==> config.mk <==
export PLATFORM = sky130hd
export DESIGN_NAME = reg_file_wb
export DESIGN_NICKNAME = d
export VERILOG_FILES = /design/src/rtl/reg_file_wb.sv
export SDC_FILE = /design/constraint.sdc
export NUM_CORES = 2
export LEC_CHECK = 0
export BUFFER_PORTS_ARGS = -buffer_cell sky130_fd_sc_hd__buf_2
export CAP_MARGIN = 20
export CORE_MARGIN = 1
export CORE_UTILIZATION = 30
export DETAILED_ROUTE_END_ITERATION = 10
export PLACE_DENSITY_LB_ADDON = 0.3
export RECOVER_POWER = 25
export SETUP_SLACK_MARGIN = 0.05
export SYNTH_ARGS = -nofsm -noshare
export SYNTH_HDL_FRONTEND = slang
export SYNTH_SLANG_ARGS = --single-unit
export TNS_END_PERCENT = 100
==> constraint.sdc <==
create_clock -name clk -period 43.6 [get_ports clk]
set_input_delay 2.18 -clock clk [delete_from_list [all_inputs] [get_ports clk]]
set_output_delay 2.18 -clock clk [all_outputs]
set_load 0.05 [all_outputs]
==> src/rtl/reg_file_wb.sv <==
// 32-entry register file at ALU writeback. Trapping add/sub that overflows does not write,
// and the trap is latched into a sticky exception record with a saturating count.
module reg_file_wb #(
    parameter int unsigned WIDTH = 32,
    parameter int unsigned AW    = 5,
    parameter int unsigned CNT_W = 8
) (
    input  logic             clk,
    input  logic             rst,
    input  logic [AW-1:0]    rs_addr,
    input  logic [AW-1:0]    rt_addr,
    output logic [WIDTH-1:0] rs_data,
    output logic [WIDTH-1:0] rt_data,
    input  logic             we,
    input  logic [AW-1:0]    wa,
    input  logic [WIDTH-1:0] wd,
    input  logic             trap_en,
    input  logic             over,
    output logic             ov_exc,
    output logic             ov_sticky,
    output logic [AW-1:0]    ov_reg,
    output logic [CNT_W-1:0] ov_count,
    input  logic             ov_clr
);

    localparam int unsigned DEPTH = 2 ** AW;

    logic [WIDTH-1:0] r_regs [DEPTH];
    logic             r_sticky;
    logic [AW-1:0]    r_ov_reg;
    logic [CNT_W-1:0] r_count;

    logic             w_exc;
    logic             w_wr;

    assign w_exc = we & trap_en & over;
    // Committed write: also gates the read bypass, so a suppressed write is never forwarded.
    assign w_wr  = we & ~w_exc & (wa != '0);

    always_ff @(posedge clk or posedge rst) begin
        if (rst) begin
            r_regs <= '{default: '0};
        end else if (w_wr) begin
            r_regs[wa] <= wd;
        end
    end

    always_ff @(posedge clk or posedge rst) begin
        if (rst) begin
            r_sticky <= 1'b0;
            r_ov_reg <= '0;
            r_count  <= '0;
        end else if (ov_clr) begin
            r_sticky <= 1'b0;
            r_ov_reg <= '0;
            r_count  <= '0;
        end else if (w_exc) begin
            r_sticky <= 1'b1;
            r_ov_reg <= wa;
            if (r_count != '1) begin
                r_count <= r_count + CNT_W'(1);
            end
        end
    end

    always_comb begin
        rs_data = '0;
        if (rs_addr != '0) begin
            rs_data = (w_wr && (wa == rs_addr)) ? wd : r_regs[rs_addr];
        end
    end

    always_comb begin
        rt_data = '0;
        if (rt_addr != '0) begin
            rt_data = (w_wr && (wa == rt_addr)) ? wd : r_regs[rt_addr];
        end
    end

    assign ov_exc    = w_exc;
    assign ov_sticky = r_sticky;
    assign ov_reg    = r_ov_reg;
    assign ov_count  = r_count;

endmodule

Yosys cells after proc, flatten, opt, wreduce, memory -nomap -nowiden
Cells that the tools add are included.
{"block": "word_totals", "register_bits": 1038}
{"block": "op_classes", "n_mux": 20, "addsub": 1, "bitwise": 8, "n_reduce_logical": 9, "n_lt_le_gt_ge": 4, "eq_ne": 3}
{"operator": "$bwmux W1024", "n": 1}
{"operator": "$bmux W32 S5", "n": 2}
{"operator": "$mux W32", "n": 9}
{"operator": "$demux W32 S5", "n": 1}
{"operator": "$mux W8", "n": 3}
{"operator": "$ge A6 B6 Y1 const B", "n": 3}
{"operator": "$not A5 Y6", "n": 3}
{"operator": "$reduce_bool A5 Y1", "n": 3}
{"operator": "$eq A5 B5 Y1", "n": 2}
{"operator": "$mux W5", "n": 2}
{"operator": "$add A8 B1 Y8 const B", "n": 1}
{"operator": "$ne A8 B8 Y1 const B", "n": 1}
{"operator": "$lt A6 B1 Y1 const B", "n": 1}
{"operator": "$and A1 B1 Y1", "n": 4}
{"operator": "$reduce_bool A2 Y1", "n": 2}
{"operator": "$logic_and A1 B1 Y1", "n": 3}
{"operator": "$mux W1", "n": 2}
{"operator": "$reduce_and A2 Y1", "n": 1}
{"operator": "$not A1 Y1", "n": 1}

Depth between registers and ports, before layout
{"block": "depth", "ltp_word": 8, "ltp_mapped": 10, "depth_no_buf": 5}

Least setup slack after synthesis
OpenSTA, ideal clock, no wires.
{"block": "synth_timing", "path_type": "input port to output port", "start": "input port rs_addr[0]", "end": "output port rs_data[14]", "arrival_time_ps": 4287, "cell_stages": 9, "setup_slack_ps": 37133, "required_time_ps": 41420, "path_cell_list": "buf_6 buf_6 buf_6 buf_4 and3b_1 a221oi_1 o21ai_0 o32a_1 a21oi_1"}
{"block": "synth_between", "elab_chain_cells": 6}
{"item": "start, declared", "line_no": "10", "source": "input logic [AW-1:0] rs_addr,"}
{"item": "$not A5 Y6 (not written as such)", "line_no": "69", "source": "rs_data = (w_wr && (wa == rs_addr)) ? wd : r_regs[rs_addr];"}
{"item": "$bmux W32 S5", "line_no": "69"}
{"item": "$mux W32 (not written as such) (2 in a row)", "line_no": "69"}
{"item": "$mux W32", "line_no": "69"}
{"item": "$mux W32 *", "line_no": "68", "source": "if (rs_addr != '0) begin"}
{"item": "end, declared", "line_no": "12", "source": "output logic [WIDTH-1:0] rs_data,"}
Every way passes the cells marked *; elsewhere a longest branch is shown, timed or not. The select of a mux whose other input is x is not followed.

Final worst setup path
{"block": "layout_timing", "start": "input port rt_addr[0]", "end": "output port rt_data[14]"}
{"block": "layout_between", "elab_chain_cells": 6}
{"item": "start, declared", "line_no": "11", "source": "input logic [AW-1:0] rt_addr,"}
{"item": "$not A5 Y6 (not written as such)", "line_no": "76", "source": "rt_data = (w_wr && (wa == rt_addr)) ? wd : r_regs[rt_addr];"}
{"item": "$bmux W32 S5", "line_no": "76"}
{"item": "$mux W32 (not written as such) (2 in a row)", "line_no": "76"}
{"item": "$mux W32", "line_no": "76"}
{"item": "$mux W32 *", "line_no": "75", "source": "if (rt_addr != '0) begin"}
{"item": "end, declared", "line_no": "13", "source": "output logic [WIDTH-1:0] rt_data,"}
Marks and branches as above.

==> impl_summary.md <==
Yosys
The prevailing post-synth register cell is sky130_fd_sc_hd__dfrtp_1. The post-synth design cell area is between 0.05 and 0.06 mm2. Counting flops with an async set or reset pin after synthesis yields a share of 100%. The Yosys warning count is 0. After synthesis, flip-flops and latches occupy around 46% of the total area. Counting flops with a built-in enable in the synthesized netlist gives 0. Synthesis produced 4028 cells. When the netlist entered floorplanning its net count stood at 4082. Synthesis inferred about 1000 register bits. The mean area per synthesized cell is 14.0 um2. Counting distinct cell types in the post-synthesis netlist gives between 70 and 80.

Global routing
Entering global routing, the biggest net connects about 140 pins. The total congestion overflow is 0. The initial antenna violation count is 24. The wire length of the first global-routing pass is 306000 um. The via count of the first global-routing pass is approximately 40000.

In the global route stage, overall resource usage came out at ~22%.

Clocking
Buffers inserted to repair hold after CTS numbered 0. The clock-pin transition on the worst setup and hold timing paths is 0.06 ns. The number of levels the H-tree was split into is 3. In this run, CTS created clock tree buffers numbering between 100 and 150. Counting along the longest clock path gives a buffer depth of 3. The clock root buffer is sky130_fd_sc_hd__clkbuf_16. The number of gates resized after CTS was 0.

The post-CTS setup-driven buffer insertion count is 0. The clock tree from TritonCTS is yes. The clock latency on the worst-skew pair is approximately 0.74 ns. The clock drives approximately 1000 sinks.

Floorplan
For this design the top-level I/O count stands at 132. The number of standard-cell rows in the floorplan is approximately 160. The area of the die is 0.189 mm2.

The die boundary width is 435 um. The area of the core is between 0.15 and 0.2 mm2. The floorplan step set the die height to between 400 and 500 um. Once the floorplan was initialized, standard cells occupied 30.3% of the core.

Detailed routing
The routed via count divided by cell count is ~5.9. Once detail routing completed, the nets flagged for antenna violations numbered 0. The first detailed-routing pass took 7 iterations. The via count of the routed design is between 30000 and 40000.

The post-detailed-route DRC marker count is 0. The wire length reported by the detailed router is between 200000 and 250000 um. The routed length per placed instance is between 30 and 40 um. The count of routing violations after the opening detailed-route iteration is about 3700.

Setup path
The critical path endpoint category is an output pin. The critical path is of the input port to output pin type. The count of buffering cells on the critical path with inverters included is 5. Of all nets on the critical path, the largest fanout is 70. Traced cell by cell, the critical path runs through buf_8, buf_4, buf_4, buf_4, mux2_2, o22ai_1, a2111oi_0, a211oi_1, a21oi_1, buf_2.

The data arrival time of the worst path is 7.20 ns. The top cell family by delay on the critical path is buffers and inverters. On the worst path, the slowest cell contributes a delay of approximately 0.84 ns. The slowest cell on the critical path is sky130_fd_sc_hd__buf_4. The required time of the worst setup path is 41.42 ns. The type of origin of the critical path is an input port. The most numerous cell type found on the critical path is sky130_fd_sc_hd__buf_4.

STA
Setup repair after global routing left no endpoint under its margin. The final setup skew is 0.00472 ns. The routed design could run at a clock period as short as between 9 and 10 ns. The worst-margin pin slew is around 4.7 ns. The number of hold violations in the final report was 0. Dividing the final minimum period by the clock period gives 21.5%. Setup violations remaining at the end of the flow were counted as 0.

The final number of max-transition violations is between 400 and 500. Adding up every negative setup slack in the final design gives 0 ns. Headroom to the max-slew limit came out at -217%. Timing would allow up to 107 MHz.

Cells and area
The area growth from synthesis to layout is 11.2%. The register with the most flip-flops in the layout has between 1000 and 1500 of them. The final instance area is approximately 0.063 mm2. Cells with a size suffix above 1 make up between 40% and 50% of the layout. The number of nets at the end of the flow is 3978.

Power and ir drop
The power after layout is ~0.0028 W. IR analysis of the VDD net gives a maximum drop of between 30 and 40 uV. The leakage dissipation is 27.7 nW.

The power density over cell area is roughly 45 mW/mm2.

Place
The area after detailed placement is about 0.059 mm2. At the end of routability-driven placement, the weighted congestion stood at about 0.83. The number of input and output port buffers inserted is 131. The post-detailed-placement half-perimeter wirelength is about 120000 um.

Min path
The kind of path behind the tightest hold check is flip-flop to flip-flop.

Outcome
The final reports fail on max-capacitance violations, max-slew violations. The run finished, with violations left.

Job
Across the run, the number of max-cap violations was 8.
area by class of cell:
cell class                      count  area [um2]
Clock inverter                     45         632
Clock buffer                      153        3200
Sequential cell                  1038       26000
Timing Repair Buffer              229        1500
Fill cell                       18076      123000
Antenna cell                        9        22.5
Multi-Input combinational cell   2533       28200
Tap cell                         2480        3100
Inverter                           10        38.8
cell families after synthesis:
| family | share of synthesized area, % |
|---|---|
| simple gates | 3.04 |
| flops | 46.1 |
| buf+inv | 4.19 |
| xor+xnor | 0.264 |
| compound gates | 6.43 |
| mux | 39.9 |
| fa+ha+maj | 0.0222 |
cell usage in the layout (no fill, tap or decap), types with 22 or more instances in the layout:
cell	instances
sky130_fd_sc_hd__mux4_2	353
sky130_fd_sc_hd__a221oi_1	70
sky130_fd_sc_hd__nand2_1	74
sky130_fd_sc_hd__clkbuf_16	113
sky130_fd_sc_hd__o22ai_1	85
sky130_fd_sc_hd__nor3_1	42
sky130_fd_sc_hd__nor4_1	26
sky130_fd_sc_hd__a221o_1	34
sky130_fd_sc_hd__clkbuf_8	22
sky130_fd_sc_hd__mux2_2	1033
sky130_fd_sc_hd__a211oi_1	32
sky130_fd_sc_hd__buf_2	114
sky130_fd_sc_hd__mux2i_1	290
sky130_fd_sc_hd__dfrtp_1	1038
sky130_fd_sc_hd__o21ai_0	68
sky130_fd_sc_hd__buf_4	86
sky130_fd_sc_hd__clkbuf_1	35
sky130_fd_sc_hd__a22oi_1	40
sky130_fd_sc_hd__a21oi_1	50
sky130_fd_sc_hd__clkinv_2	23
sky130_fd_sc_hd__nor2_1	75
per-layer routing:
layer / vias up / track usage [%] / part of all wire (%)
li1: 15354 / - / -
met1: 20736 / 28.8 / 40
met2: 1586 / 36.9 / 48
met3: 430 / 3.56 / 6.7
met4: 20 / 10.0 / 4.6
met5: - / 0 / 0.054
through the flow:
step / setup slack [ns] / util [%] / std cells / hold slack (ns)
finish: 34.22 / 33.7 / 6497 / 0.393
global route: 33.40 / 33.7 / 6494 / 0.410
CTS: 34.11 / 33.7 / 6485 / 0.397
detailed placement: 34.12 / 31.6 / 6287 / 0.384
global placement: 34.12 / 31.6 / 6286 / 0.377
floorplan: 12.21 / - / 4028 / 0.441
synthesized netlist by cell type (all sizes together), types with 4 or more instances:
library cell	count	area, um2
and3b	5	43.8
a22o	7	61.3
a221o	34	340
xor2	5	43.8
o22ai	85	532
clkbuf	208	781
a32oi	7	61.3
a22oi	40	300
and2	12	75.1
dfrtp	1038	26000
nand2	94	353
o211ai	14	105
mux2	1033	11600
nor4	28	196
mux2i	290	2900
or2	7	43.8
a221oi	75	688
a21oi	50	250
inv	8	30.0
a211o	4	35.0
nand3	11	55.1
a32o	5	50.1
nor3b	9	72.6
a2111oi	6	52.6
xnor2	12	105
nand2b	14	87.6
o21a	4	30.0
mux4	353	7950
o32a	8	80.1
buf	239	1540
a31oi	12	75.1
nor2b	10	62.6
a211oi	32	240
nor4b	4	35.0
o21ai	83	415
o22a	11	96.3
nor3	44	230
and3	9	56.3
nor2	80	303
power breakdown:
| part | internal, W | switching [W] | total, W | leakage, nW |
|---|---|---|---|---|
| sequential | 0.00112 | 0.000118 | 0.00124 | 13.6 |
| clock | 0.000588 | 0.000419 | 0.00101 | 1.89 |
| combinational | 0.000290 | 0.000272 | 0.000561 | 12.3 |
| total | 0.00200 | 0.000809 | 0.00281 | 27.7 |
path summary, 6_finish.rpt:
kind / from / endpoint / slack [ns] / depth (start not counted)
min in group asynchronous: rst / r_regs[514] / 2.91 / 2
worst max-delay path: rt_addr[0] / rt_data[14] / 34.22 / 10
worst min-delay path: r_regs[996] / r_regs[996] / 0.39 / 0
max in group asynchronous: rst / r_regs[345] / 34.71 / 5
worst max register to register: ov_count[0] / ov_count[6] / 41.77 / 5
worst min register to register: r_regs[996] / r_regs[996] / 0.39 / 0
(Power assumes the default switching activity.)
